### config.mk
export PLATFORM = sky130hd
export DESIGN_NAME = slave_rx
export DESIGN_NICKNAME = d
export VERILOG_FILES = /design/src/rtl/bus_hs_pkg.sv /design/src/rtl/slave_stall_gen.sv /design/src/rtl/slave_rx.sv
export SDC_FILE = /design/constraint.sdc
export NUM_CORES = 1
export LEC_CHECK = 0
export CORE_ASPECT_RATIO = 1.4
export CORE_UTILIZATION = 45
export CTS_CLUSTER_SIZE = 12
export DETAILED_ROUTE_END_ITERATION = 6
export GPL_TIMING_DRIVEN = 0
export MAX_ROUTING_LAYER = met4
export PLACE_DENSITY_LB_ADDON = 0.2
export SLEW_MARGIN = 20
export SYNTH_ARGS = -nofsm -noshare
export SYNTH_HDL_FRONTEND = slang
export SYNTH_HIERARCHICAL = 1
export SYNTH_SLANG_ARGS = --single-unit
### constraint.sdc
create_clock -name sys_clk -period 1.4 [get_ports sys_clk]
set_input_delay 0.14 -clock sys_clk [delete_from_list [all_inputs] [get_ports sys_clk]]
set_output_delay 0.14 -clock sys_clk [all_outputs]
set_load 0.01 [all_outputs]
### src/rtl/bus_hs_pkg.sv
// Shared types and constants for the valid/ready beat receiver.
// STALL_MASK only matters when BACKPRESSURE_EN is defined.
package bus_hs_pkg;

    localparam int DATA_W  = 3;
    localparam int BEATS   = 3;
    localparam int FRAME_W = DATA_W * BEATS;
    localparam int CNT_W   = $clog2(BEATS + 1);

    localparam logic [7:0] STALL_MASK = 8'hA4;

    localparam logic [DATA_W-1:0] EXP_BEAT [0:BEATS-1] = '{3'b111, 3'b101, 3'b110};

    typedef enum logic [1:0] {
        IDLE,
        RECV,
        HOLD
    } rx_state_t;

    // Earlier beats move up one slot, so beat 0 ends in the top bits.
    function automatic logic [FRAME_W-1:0] pack_beat(input logic [FRAME_W-1:0] acc,
                                                     input logic [DATA_W-1:0]  beat);
        return (acc << DATA_W) | FRAME_W'(beat);
    endfunction

endpackage

### src/rtl/slave_stall_gen.sv
// Rotating-mask ready throttle. Only instantiated when BACKPRESSURE_EN is defined.
module slave_stall_gen #(
    parameter logic [7:0] MASK = 8'hA4
) (
    input  logic sys_clk,
    input  logic sys_rst,
    output logic stall
);

    logic [7:0] stall_sr;

    always_ff @(posedge sys_clk or posedge sys_rst) begin
        if (sys_rst) begin
            stall_sr <= MASK;
        end else begin
            stall_sr <= {stall_sr[0], stall_sr[7:1]};
        end
    end

    assign stall = stall_sr[0];

endmodule

### src/rtl/slave_rx.sv
// Beat receiver: packs BEATS beats into a frame, checks them against EXP_BEAT and
// holds the frame in a one-entry buffer. BACKPRESSURE_EN adds a ready_up throttle.
//   state | meaning
//   IDLE  | waiting for beat 0
//   RECV  | collecting beats 1..BEATS-1
//   HOLD  | frame presented downstream, no beats accepted
module slave_rx
    import bus_hs_pkg::*;
(
    input  logic               sys_clk,
    input  logic               sys_rst,
    input  logic               valid_up,
    input  logic [DATA_W-1:0]  data_up,
    output logic               ready_up,
    output logic [FRAME_W-1:0] frame_data,
    output logic               frame_valid,
    output logic               frame_err,
    input  logic               frame_ready,
    output logic [7:0]         abort_cnt
);

    rx_state_t          state;
    logic [CNT_W-1:0]   beat_cnt;
    logic [FRAME_W-1:0] asm_data;
    logic               err_acc;
    logic               stall;
    logic               mismatch;

`ifdef BACKPRESSURE_EN
    slave_stall_gen #(.MASK(STALL_MASK)) u_stall_gen (
        .sys_clk (sys_clk),
        .sys_rst (sys_rst),
        .stall   (stall)
    );
`else
    assign stall = 1'b0;
`endif

    // Independent of valid_up so the handshake has no combinational loop.
    assign ready_up = (state != HOLD) && !stall;
    assign mismatch = (data_up != EXP_BEAT[beat_cnt]);

    always_ff @(posedge sys_clk or posedge sys_rst) begin
        if (sys_rst) begin
            state       <= IDLE;
            beat_cnt    <= '0;
            asm_data    <= '0;
            err_acc     <= 1'b0;
            frame_data  <= '0;
            frame_valid <= 1'b0;
            frame_err   <= 1'b0;
            abort_cnt   <= '0;
        end else begin
            case (state)
                IDLE: begin
                    if (valid_up && ready_up) begin
                        asm_data <= pack_beat('0, data_up);
                        err_acc  <= mismatch;
                        if (BEATS == 1) begin
                            frame_data  <= pack_beat('0, data_up);
                            frame_err   <= mismatch;
                            frame_valid <= 1'b1;
                            state       <= HOLD;
                        end else begin
                            beat_cnt <= CNT_W'(1);
                            state    <= RECV;
                        end
                    end
                end
                RECV: begin
                    // Dropping valid mid-frame means the master restarted its sequence.
                    if (!valid_up) begin
                        if (abort_cnt != 8'hFF) begin
                            abort_cnt <= abort_cnt + 8'd1;
                        end
                        beat_cnt <= '0;
                        state    <= IDLE;
                    end else if (ready_up) begin
                        asm_data <= pack_beat(asm_data, data_up);
                        err_acc  <= err_acc | mismatch;
                        if (beat_cnt == CNT_W'(BEATS - 1)) begin
                            frame_data  <= pack_beat(asm_data, data_up);
                            frame_err   <= err_acc | mismatch;
                            frame_valid <= 1'b1;
                            beat_cnt    <= '0;
                            state       <= HOLD;
                        end else begin
                            beat_cnt <= beat_cnt + 1'b1;
                        end
                    end
                end
                HOLD: begin
                    if (frame_ready) begin
                        frame_valid <= 1'b0;
                        state       <= IDLE;
                    end
                end
                default: begin
                    state <= IDLE;
                end
            endcase
        end
    end

endmodule

==> results.yml <==
sta:
  setup_skew_after_layout_ns: 0.002658
  maxSlewHeadroom_pct: 59.59
  setup_violations: 10
  report.final.hold_viol_count: 0
  timing.final.max_slew_violations: 0
  fin_ws_ns: -0.03122
  fmax_ghz: 0.6987
  rsz0062_at_grt: "true"
  tcrit_tclk_final_pct: 102.2
  final.min_clock_period_ns: 1.431
  max_slew.worst_pin.slew_ns: 0.6053
die:
  die_width_um: 48.72
  die-area_um2: 3284
  initial_core_util_pct: 47.78
  pin_count: 27
  core-area_um2: 2878
  floorplan.die.height_um: 67.41
  number_of_standard_cell_rows_in_the_floorplan: 23
power_and_ir_drop:
  power_frac_clock_pct: 19.3
  switchingPower_uw: 963.4
  power_density_nw_per_um2: 1665
  totalPowerFinal_mw: 3.282
  power_leakage_nw: 0.9070
  seqPwrFrac_pct: 40.7
  intPower_mw: 2.319
  switching_share_pct: 29.35
  combinationalPowerShare_pct: 40.0
  ir_worst_vdd_uv: 1034
layout:
  drive_above_1_share_pct: 36.14
  areaGrowthSynthToFinish_pct: 43.40
  insertedDiodeCount: 0
  final_core_utilization_pct: 68.52
  mostFrequentLayoutCell: "sky130_fd_sc_hd__dfrtp_1"
  finalNonFillerCells: 203
  mostFrequentLayoutCells: "sky130_fd_sc_hd__dfrtp_1, sky130_fd_sc_hd__clkdlybuf4s50_1, sky130_fd_sc_hd__buf_4"
  finish.net_count: 174
routing:
  detail_route.wl_per_cell_um: 13.93
  top_layer_used: "met4"
  dr_wl_met3_um: 125
  wl_met2_um: 1479
  postRouteAntennaNets: 0
  vias: 1061
  dr.first_iter.drc_count: 38
  routedLengthMet1_um: 1130
  avgViaCountPerCell: 5.227
  finalWirelength_um: 2827
  detail_route.first_pass.iterations: 4
  remaining_drc_errors: 0
yosys:
  sequential_area_share_after_synthesis_pct: 54.60
  synthesis.nets: 121
  synth.yosys.warnings: 6
  post_synth_instance_area_um2: 1375
  synth_cell_type_count: 35
  register_bit_total_from_synthesis: 30
  netlist_instances: 113
  postSynthAreaPerCell_um2: 12.17
clocking:
  clkSinkCount: 30
  max-clock-path-buffers: 2
  clkLatencyLatePin_ns: 0.28
  postCtsHoldBufs: 0
  clockRootBuffer: "sky130_fd_sc_hd__clkbuf_8"
  cts_buffers: 5
  worst_setup_hold_path_clk_slew_ns: 0.06
  cts.htree.levels: 2
  cts_tree: "done"
critical_path:
  r2r-start: "state[1]$_DFFE_PP0P_"
  crit-reg2reg-capture: "frame_data[8]$_DFFE_PP0P_"
  critPathRequiredTime_ns: 1.56
  crit_arrival_ns: 1.59
  ff2ff_path_depth: 4
  criticalPathCategory: "flop to flop"
  critical_path.max_fanout: 8
  timing.critical_path.to_type: "flop"
  cp-start-kind: "flop"
  r2r_slack_ns: -0.03
place:
  place.detailed.instances: 176
  detailed_place_hpwl_um: 1836
  routability_congestion: 0.8263
  io_buffers: 26
global_route:
  grt_remaining_overflow: 0
  first_global_vias: 1045
  grt_start_max_net_pins: 31
  antenna_found_initial: 0
  grt_first_pass_wirelength_um: 4519
  globalRouteTotalUtil_pct: 19.58
run:
  maxCapViolCount: 0
run_status:
  outcome: "finished with violations"
  failing_checks: "setup timing"
hold_path:
  min_path_type: "primary input to async pin"
[registers in the layout, summed over array words and instances, names as in the netlist]
| register | count |
|---|---|
| asm_data | 6 |
| beat_cnt | 2 |
| frame_err | 1 |
| state | 2 |
| err_acc | 1 |
| abort_cnt | 8 |
| frame_data | 9 |
| frame_valid | 1 |
[power groups by stage]
stage / Clock (mW) / Combinational (mW) / Sequential [mW]
floorplan: 0 / 0.459 / 1.44
global placement: 0 / 1.07 / 1.36
detailed placement: 0 / 1.10 / 1.38
CTS: 0.649 / 1.25 / 1.34
global route: 0.697 / 1.41 / 1.37
finish: 0.633 / 1.31 / 1.34
[final cells by class]
type	count	area, um^2
Sequential cell	30	758.2
Tap cell	37	46.29
Multi-Input combinational cell	76	611.8
Fill cell	229	905.9
Inverter	4	15.01
Buffer	2	25.02
Clock buffer	7	76.32
Timing Repair Buffer	47	439.2
[layer usage]
metal  up-vias  GRT usage (%)
met2        31          32.99
met3         9          6.081
met1       513          20.29
li1        508              -
met5         -              -
met4         0          11.40
[cells in the mapped netlist]
cell type / n / area share [%]
sky130_fd_sc_hd__o211ai_1: 2 / 1.1
sky130_fd_sc_hd__buf_6: 1 / 0.82
sky130_fd_sc_hd__o21ai_2: 1 / 0.64
sky130_fd_sc_hd__o22a_1: 1 / 0.64
sky130_fd_sc_hd__mux2_4: 7 / 7.6
sky130_fd_sc_hd__inv_1: 4 / 1.1
sky130_fd_sc_hd__nand3_1: 3 / 1.1
sky130_fd_sc_hd__o21bai_1: 1 / 0.55
sky130_fd_sc_hd__o31ai_1: 1 / 0.55
sky130_fd_sc_hd__a31oi_1: 2 / 0.91
sky130_fd_sc_hd__ha_1: 1 / 0.91
sky130_fd_sc_hd__nor3b_4: 1 / 1.4
sky130_fd_sc_hd__xnor2_1: 4 / 2.5
sky130_fd_sc_hd__dfrtp_1: 30 / 55
sky130_fd_sc_hd__nand2b_1: 3 / 1.4
sky130_fd_sc_hd__and2_4: 1 / 0.64
sky130_fd_sc_hd__a41oi_1: 1 / 0.64
sky130_fd_sc_hd__or3b_2: 1 / 0.64
sky130_fd_sc_hd__and3b_1: 1 / 0.64
sky130_fd_sc_hd__clkbuf_1: 1 / 0.27
sky130_fd_sc_hd__and4_1: 1 / 0.64
sky130_fd_sc_hd__buf_4: 1 / 0.55
sky130_fd_sc_hd__nor3b_1: 1 / 0.55
sky130_fd_sc_hd__nand2_1: 11 / 3.0
sky130_fd_sc_hd__nand3b_1: 1 / 0.55
sky130_fd_sc_hd__nor3_1: 1 / 0.36
sky130_fd_sc_hd__and3_1: 2 / 0.91
sky130_fd_sc_hd__nand4_1: 3 / 1.4
sky130_fd_sc_hd__nor2_1: 2 / 0.55
sky130_fd_sc_hd__o21ai_0: 6 / 2.2
sky130_fd_sc_hd__a21oi_1: 4 / 1.5
sky130_fd_sc_hd__or2b_1: 1 / 0.55
sky130_fd_sc_hd__mux2_2: 9 / 7.4
sky130_fd_sc_hd__nor2b_1: 2 / 0.91
sky130_fd_sc_hd__and2_1: 1 / 0.46
[per-stage QoR]
| stage | setup TNS [ns] | cell area (um^2) | hold slack, ns | setup WS (ns) |
|---|---|---|---|---|
| finish | -0.2229 | 1972 | 0.2541 | -0.03122 |
| global route | -0.7277 | 1972 | 0.3222 | -0.07115 |
| CTS | -0.2236 | 1854 | 0.2767 | -0.03287 |
| detailed placement | -4.780 | 1694 | 0.4811 | -0.3507 |
| global placement | -7.557 | 1694 | 0.4693 | -0.3539 |
| floorplan | 0 | 1388 | 0.2308 | 0.008392 |
[cells by family (layout without fill, tap and decap cells)]
| family | after synthesis | in the layout | synth area share [%] |
|---|---|---|---|
| DFF | 30 | 30 | 54.60 |
| buffers and inverters | 7 | 60 | 2.729 |
| adders and majority gates | 1 | 1 | 0.9098 |
| muxes | 16 | 16 | 15.01 |
| and+or+nand+nor | 36 | 36 | 15.56 |
| xor gates and xnor gates | 4 | 4 | 2.548 |
| AOI/OAI and AO/OA | 19 | 19 | 8.645 |
[critical path, stage by stage (launching register included)]
cell and delay [ns]:
sky130_fd_sc_hd__dfrtp_2 0.45, sky130_fd_sc_hd__and3b_2 0.26, sky130_fd_sc_hd__and2_4 0.17, sky130_fd_sc_hd__buf_12 0.14, sky130_fd_sc_hd__mux2_4 0.30
[repair_timing]
action | 4_1_cts | 5_1_grt
pin swaps | 1 | 6
buffers inserted | 9 | 12
setup endpoints to repair | 17 | 21
resized for setup | 12 | 12
[how the worst max path moves through the flow]
stage / startpoint / to / slack, ns
4_1_cts: state[1]$_DFFE_PP0P_ / frame_data[6]$_DFFE_PP0P_ / -0.03
3_3_place_gp: valid_up / frame_data[1]$_DFFE_PP0P_ / -0.35
6_report: state[1]$_DFFE_PP0P_ / frame_data[8]$_DFFE_PP0P_ / -0.03
3_5_place_dp: valid_up / frame_data[8]$_DFFE_PP0P_ / -0.35
2_1_floorplan: state[0]$_DFFE_PP0P_ / frame_data[0]$_DFFE_PP0P_ / 0.008
5_1_grt: state[1]$_DFFE_PP0P_ / abort_cnt[7]$_DFFE_PP0P_ / -0.07
Power figures use the tool's default switching activity.
